`src/rtl/q2_pkg.sv`:
```
// rtl/q2_pkg.sv - shared state encodings and ALU step count for the q2 sequencer
package q2_pkg;

    // Low two bits are {s1,s0}; ALU keeps them at 00 and is flagged by bit 2.
    typedef enum logic [2:0] {
        FETCH = 3'b000,
        DEREF = 3'b001,
        LOAD  = 3'b010,
        EXEC  = 3'b011,
        ALU   = 3'b100
    } q2_state_e;

    localparam int         ALU_STEPS = 8;
    localparam logic [2:0] ALU_LAST  = 3'(ALU_STEPS - 1);

endpackage

```
`src/rtl/q2_step_sync.sv`:
```
// rtl/q2_step_sync.sv - two-flop synchroniser and rising-edge detector for the step key
module q2_step_sync (
    input  logic clk,
    input  logic nrst,
    input  logic step,
    output logic rise
);

    logic [1:0] sync;
    logic       prev;

    always_ff @(posedge clk) begin
        if (!nrst) begin
            sync <= 2'b00;
            prev <= 1'b0;
        end else begin
            sync <= {sync[0], step};
            prev <= sync[1];
        end
    end

    assign rise = sync[1] & ~prev;

endmodule

```
`src/rtl/q2_sequencer.sv`:
```
// rtl/q2_sequencer.sv - two-phase major-state sequencer with ALU shift loop and run/step control
module q2_sequencer
    import q2_pkg::*;
(
    input  logic       clk,
    input  logic       nrst,
    input  logic       deref,
    input  logic       o2,
    input  logic       s2in,
    input  logic       run,
    input  logic       step,
    output logic       s0,
    output logic       ns0,
    output logic       s1,
    output logic       ns1,
    output logic       s2,
    output logic       s3,
    output logic       ws,
    output logic       halted,
    output logic [2:0] bitcnt
);

    q2_state_e state;
    logic      pending;
    logic      step_rise;
    logic      park;

    q2_step_sync u_step_sync (
        .clk  (clk),
        .nrst (nrst),
        .step (step),
        .rise (step_rise)
    );

    assign park = !run && !pending;

    always_ff @(posedge clk) begin
        if (!nrst) begin
            state   <= FETCH;
            ws      <= 1'b0;
            bitcnt  <= 3'd0;
            halted  <= 1'b1;
            pending <= 1'b0;
            s2      <= 1'b0;
            s3      <= 1'b0;
        end else if (halted) begin
            // Step edges only count while parked, so an edge during the released
            // instruction cannot queue a second one.
            if (run || pending) begin
                halted  <= 1'b0;
                pending <= 1'b0;
            end else if (step_rise) begin
                pending <= 1'b1;
            end
        end else if (!ws) begin
            ws <= 1'b1;
        end else begin
            ws <= 1'b0;
            case (state)
                FETCH: state <= deref ? DEREF : (!o2 ? LOAD : EXEC);
                DEREF: state <= !o2 ? LOAD : EXEC;
                LOAD:  state <= EXEC;
                EXEC: begin
                    if (s2in) begin
                        state  <= ALU;
                        bitcnt <= 3'd0;
                        s2     <= 1'b1;
                        s3     <= 1'b0;
                    end else begin
                        state  <= FETCH;
                        halted <= park;
                    end
                end
                ALU: begin
                    if (bitcnt == ALU_LAST) begin
                        state  <= FETCH;
                        bitcnt <= 3'd0;
                        s2     <= 1'b0;
                        s3     <= 1'b0;
                        halted <= park;
                    end else begin
                        bitcnt <= bitcnt + 3'd1;
                        if (bitcnt == ALU_LAST - 3'd1) begin
                            s2 <= 1'b0;
                            s3 <= 1'b1;
                        end
                    end
                end
                default: state <= FETCH;
            endcase
        end
    end

    assign s0  = state[0];
    assign s1  = state[1];
    assign ns0 = ~state[0];
    assign ns1 = ~state[1];

endmodule

```
`config.mk`:
```
export PLATFORM = sky130hd
export DESIGN_NAME = q2_sequencer
export DESIGN_NICKNAME = d
export VERILOG_FILES = /design/src/rtl/q2_pkg.sv /design/src/rtl/q2_step_sync.sv /design/src/rtl/q2_sequencer.sv
export SDC_FILE = /design/constraint.sdc
export NUM_CORES = 1
export LEC_CHECK = 0
export BUFFER_PORTS_ARGS = -buffer_cell sky130_fd_sc_hd__clkbuf_2
export CAP_MARGIN = 0
export CORE_AREA = 2 2 40 42
export CTS_BUF_LIST = sky130_fd_sc_hd__clkbuf_16
export CTS_CLUSTER_DIAMETER = 30
export DETAILED_ROUTE_END_ITERATION = 16
export DIE_AREA = 0 0 42 44
export PLACE_DENSITY = 0.72
export SYNTH_ARGS = -nofsm -noshare
export SYNTH_HDL_FRONTEND = slang
export SYNTH_HIERARCHICAL = 1
export SYNTH_SLANG_ARGS = --single-unit
```
`constraint.sdc`:
```
create_clock -name clk -period 1.8 [get_ports clk]
set_clock_uncertainty 0.2 [all_clocks]
set_input_delay 0.09 -clock clk [delete_from_list [all_inputs] [get_ports clk]]
set_output_delay 0.09 -clock clk [all_outputs]
set_load 0.005 [all_outputs]
```
# After elaboration in Yosys (flattened, before gate mapping)
# Index checks and enable logic that the tools add are counted.
[word_totals]
register_bits = 14
input_bits = 7
wordCells = 60
[op_classes]
addsub = 1
n_eq_ne = 9
n_mux = 25
n_bitwise = 5
reduce_logical = 11
[op_table]
columns = ["op", "count"]
rows = [
  ["two-way mux 1 bit", 15],
  ["two-way mux 3 bit", 5],
  ["one-hot mux 3 bit (5 select lines)", 1],
  ["== test 3 bit, second input constant", 3],
  ["== test 3 x 2 -> 1 bit, second input constant", 2],
  ["one-hot mux 1 bit (2 select lines)", 3],
  ["one-hot mux 3 bit (2 select lines)", 1],
  ["AND reduction 5 bit", 1],
  ["inequality test 2 bit, second input constant", 2],
  ["inverter 1 bit", 4],
  ["AND reduction 4 bit", 1],
  ["nonzero test 2 bit", 2],
  ["adder 3 x 1 -> 3 bit, second input constant", 1],
  ["== test 3 x 1 -> 1 bit, second input constant", 1],
  ["zero test 3 bit", 1],
  ["inequality test 3 bit, second input constant", 1],
  ["AND reduction 3 bit", 1],
  ["zero test 1 bit", 2],
  ["AND reduction 2 bit", 1],
  ["AND 1 bit", 1],
  ["logical AND 1 bit", 1],
  ["logical OR 1 bit", 1],
]

# Depth between registers and ports, before layout
[depth]
depth_word = 6
depth_mapped = 5
mapped_depth_nobuf = 5

# Hierarchy
# The synthesis kept the hierarchy.
[modules_own_cells]
columns = ["mod", "n_inst", "cells_per_inst", "area_per_inst_um2", "seq_area_each_um2"]
rows = [
  ["q2_sequencer", 1, 67, 561.8, 220.2],
  ["q2_step_sync", 1, 7, 92.6, 60.1],
]

# Least setup slack after synthesis
# Ideal clock, no wire load.
[synth_path]
kind = "register to register"
start = "reg bitcnt[0]"
end = "reg state[1]"
setup_time_ns = 0.119
arrival_ns = 1.346
path_slack_ns = 0.135
path_stages_with_launch = 6
period_less_slack_ns = 1.665
path_cell_list = "dfxtp_1 ha_1 ha_1 nor4b_1 a211oi_1 o221a_2"
[synth_between]
elab_chain_len = 3
[synth_rtl]
columns = ["element", "line", "source"]
rows = [
  ["start: declaration", "q2_sequencer.sv:20", "output logic [2:0] bitcnt"],
  ["start signal: assignment", "q2_sequencer.sv:82", "bitcnt <= bitcnt + 3'd1;"],
  ["== test 3 bit", "q2_sequencer.sv:75", "if (bitcnt == ALU_LAST) begin"],
  ["inequality test 2 bit (no source line)", "n/a", ""],
  ["AND reduction 3 bit (no source line)", "n/a", ""],
  ["end signal: assignment", "q2_sequencer.sv:60", "FETCH: state <= deref ? DEREF : (!o2 ? LOAD : EXEC);"],
  ["end signal: assignment", "q2_sequencer.sv:61", "DEREF: state <= !o2 ? LOAD : EXEC;"],
  ["end: declaration", "q2_sequencer.sv:23", "q2_state_e state;"],
]
# No other way between the ends.
# A chain may end at the register's enable or synchronous reset.

# Worst setup path in the final report
[layout_path]
start = "reg state[1]"
end = "reg bitcnt[0]"
[layout_between]
elab_chain_len = 3
[layout_rtl]
columns = ["element", "line", "source"]
rows = [
  ["== test 3 x 2 -> 1 bit or == test 3 bit (tied branches)", "q2_sequencer.sv:59", "case (state)"],
  ["inequality test 2 bit (no source line) or nonzero test 2 bit (tied branches)", "n/a", ""],
  ["AND reduction 4 bit (no source line)", "n/a", ""],
]
# Parallel ways exist; a longest one is shown, timed or not.

==> flow_summary.yaml <==
global_route:
  antenna_found_initial: 0
  grt_pass1_vias: 565
  grt_pass1_wl_microns: 2490
  grt_overflow: 0
  grtUsageTotal_pct: 18.02
  grt_max_degree: 16
synth:
  syn_area_sq_um: 654.4
  synth-seq-area-share_pct: 42.83
  avgSynthCellArea_sq_um: 8.843
  yosysUniqueCellTypes: 31
  synth_fp_nets: 83
  ys_ff_latch: 14
  synthCells: 74
  yosysWarnings: 6
clocking:
  cts_root_buf: "clkbuf_16"
  clk_pin_slew_ps: 50
  cts_made_buffers: 3
  clockBufferDepth: 2
  clock_latency_ps: 240
  cts_setup_buffers: 0
  numClockSinks: 14
  htree_num_levels: 1
  cts_tree: "yes"
drt:
  wl_per_cell_microns: 12.71
  post-route-drc-count: 0
  wirelength_microns: 1462
  vias: 633
  antenna_left: 0
  drt_iter0_drc: 13
  viasPerCell: 5.504
  drtPass1Iterations: 4
power:
  power_density_nw_per_um2: 915.9
  vdd_ir_drop_max_v: 0.0006538
  p_leak_nw: 0.3851
worst_setup_path:
  critPathRequiredTime_ps: 1770
  path_class: "reg2reg"
  cp_max_fo: 11
  critPathLaunchType: "flop"
  rr_worst_depth: 3
  arrival_ps: 1670
  setup.worst_path.end_class: "flop"
floorplan:
  ios: 18
  die_w_microns: 42
  die-area_sq_um: 1848
  die_h_microns: 44
  coreArea_sq_um: 1419
  initial_utilization_pct: 46.12
  num_rows: 14
timing:
  hold_ws_ps: -3.396
  setup_tns_ps: 0
  min_period_over_period_pct: 94.16
  hold_viol: 1
  fmax_mhz: 590.0
  slew_headroom_pct: 73.42
  setup_viol: 0
  tightest_slew_ps: 398.2
  final.min_clock_period_ps: 1695
  report.final.slew_viol_count: 0
  grt_setup_unrepaired: "false"
final_layout:
  final_area_sq_um: 899.6
  antenna_cells: 0
  layout-drive-gt1-share_pct: 29.29
  final_cell_mix: "clkbuf_2 (17), dfxtp_1 (14), nand2_1 (8)"
  syn2layout_area_growth_pct: 37.48
  final_common_cell: "clkbuf_2"
  nets: 109
run:
  maxCapViolCount: 0
placed_design:
  hpwl_microns: 976.8
  place_area_sq_um: 775.7
  io_buffers: 17
  gp_congestion: 0.7723
worst_hold_path:
  hold_path_class: "in2reg"
  min_path_cells: 2
outcome:
  status: "complete, but fails checks"
  violations: "negative hold slack"
power by group:
part | switching, W | internal, W | leakage [nW]
Combinational | 0.0000346 | 0.0000380 | 0.232
Sequential | 0.0000105 | 0.000321 | 0.114
Clock | 0.000126 | 0.000293 | 0.0385
path summary, 6_finish.rpt:
path / startpoint / slack (ps) / endpoint
worst min register to register: u_step_sync/sync[0] / 230 / u_step_sync/sync[1]
worst max register to register: state[1] / 110 / bitcnt[0]
worst min-delay path: nrst / -3 / halted
worst max-delay path: state[1] / 110 / bitcnt[0]
registers in the layout, indices dropped and copies added, names as in the netlist:
signal and flops:
u_step_sync/prev 1, s2 1, pending 1, s3 1
bitcnt 3, u_step_sync/sync 2, state 3, ws 1
halted 1
layout make-up:
type	instances	area (sq um)
repair buffers	24	145.1
fillers	128	519.2
well taps	16	20.02
multi-input cells	53	360.3
clock buffers	3	75.07
flip-flops and latches	14	280.3
clock inverters	1	3.754
inverters	4	15.01
through the flow:
stage	instances	total power [W]	util [%]	worst slack, ps
detailed placement	108	0.0004006	54.67	7.175
global route	115	0.0008582	63.40	14.33
floorplan	74	0.0003722	-	135.0
global placement	108	0.0003999	54.67	94.14
CTS	115	0.0008243	62.79	101.6
finish	115	0.0008240	63.40	105.2
critical path, cell delays in order (launching register included):
cell and delay [ps]:
dfxtp_1 420, or3b_4 450, or3_1 390, o22ai_1 160
logic make-up after synthesis:
family / count (synthesis) / synth area share, %
DFF: 14 / 42.83
muxes: 1 / 1.530
buffers and inverters: 7 / 4.397
AOI/OAI and AO/OA: 18 / 17.97
adders and majority gates: 2 / 3.823
and+or+nand+nor: 32 / 29.45
timing repair:
action | in CTS | in global routing
pin swaps | 0 | 0
hold buffers | 3 | 0
setup endpoints to repair | 1 | 1
resized for setup | 1 | 1
hold endpoints to repair | 3 | 0
routing by layer:
layer	part of all wire (%)	vias up	GRT usage [%]
li1	-	317	-
met1	47	285	23.66
met2	45	27	26.56
met3	6.2	4	4.167
met4	2.0	0	11.61
met5	0	-	0
synth_stat cells:
library cell / instances / share of area [%]
nor2b_1: 1 / 0.96
buf_2: 2 / 1.5
nand2_1: 8 / 4.6
o221a_2: 1 / 1.7
nand2b_1: 2 / 1.9
a32oi_1: 1 / 1.3
ha_1: 2 / 3.8
o31ai_1: 1 / 1.1
nand4_1: 1 / 0.96
nor3_1: 2 / 1.5
dfxtp_1: 14 / 43
or3_1: 1 / 0.96
nor4b_1: 1 / 1.3
nor2_1: 5 / 2.9
nand4b_1: 1 / 1.3
or3b_4: 1 / 1.7
nor2b_4: 1 / 2.1
o21ai_0: 4 / 3.1
a211oi_1: 1 / 1.1
o22ai_1: 2 / 1.9
nor4bb_1: 1 / 1.5
or4_2: 1 / 1.3
o211ai_1: 1 / 1.1
o311ai_0: 1 / 1.3
nor3b_1: 3 / 3.4
o32ai_1: 1 / 1.3
mux2i_1: 1 / 1.5
clkbuf_1: 1 / 0.57
and2_1: 3 / 2.9
inv_1: 4 / 2.3
a21oi_1: 5 / 3.8
(Power assumes the default switching activity.)
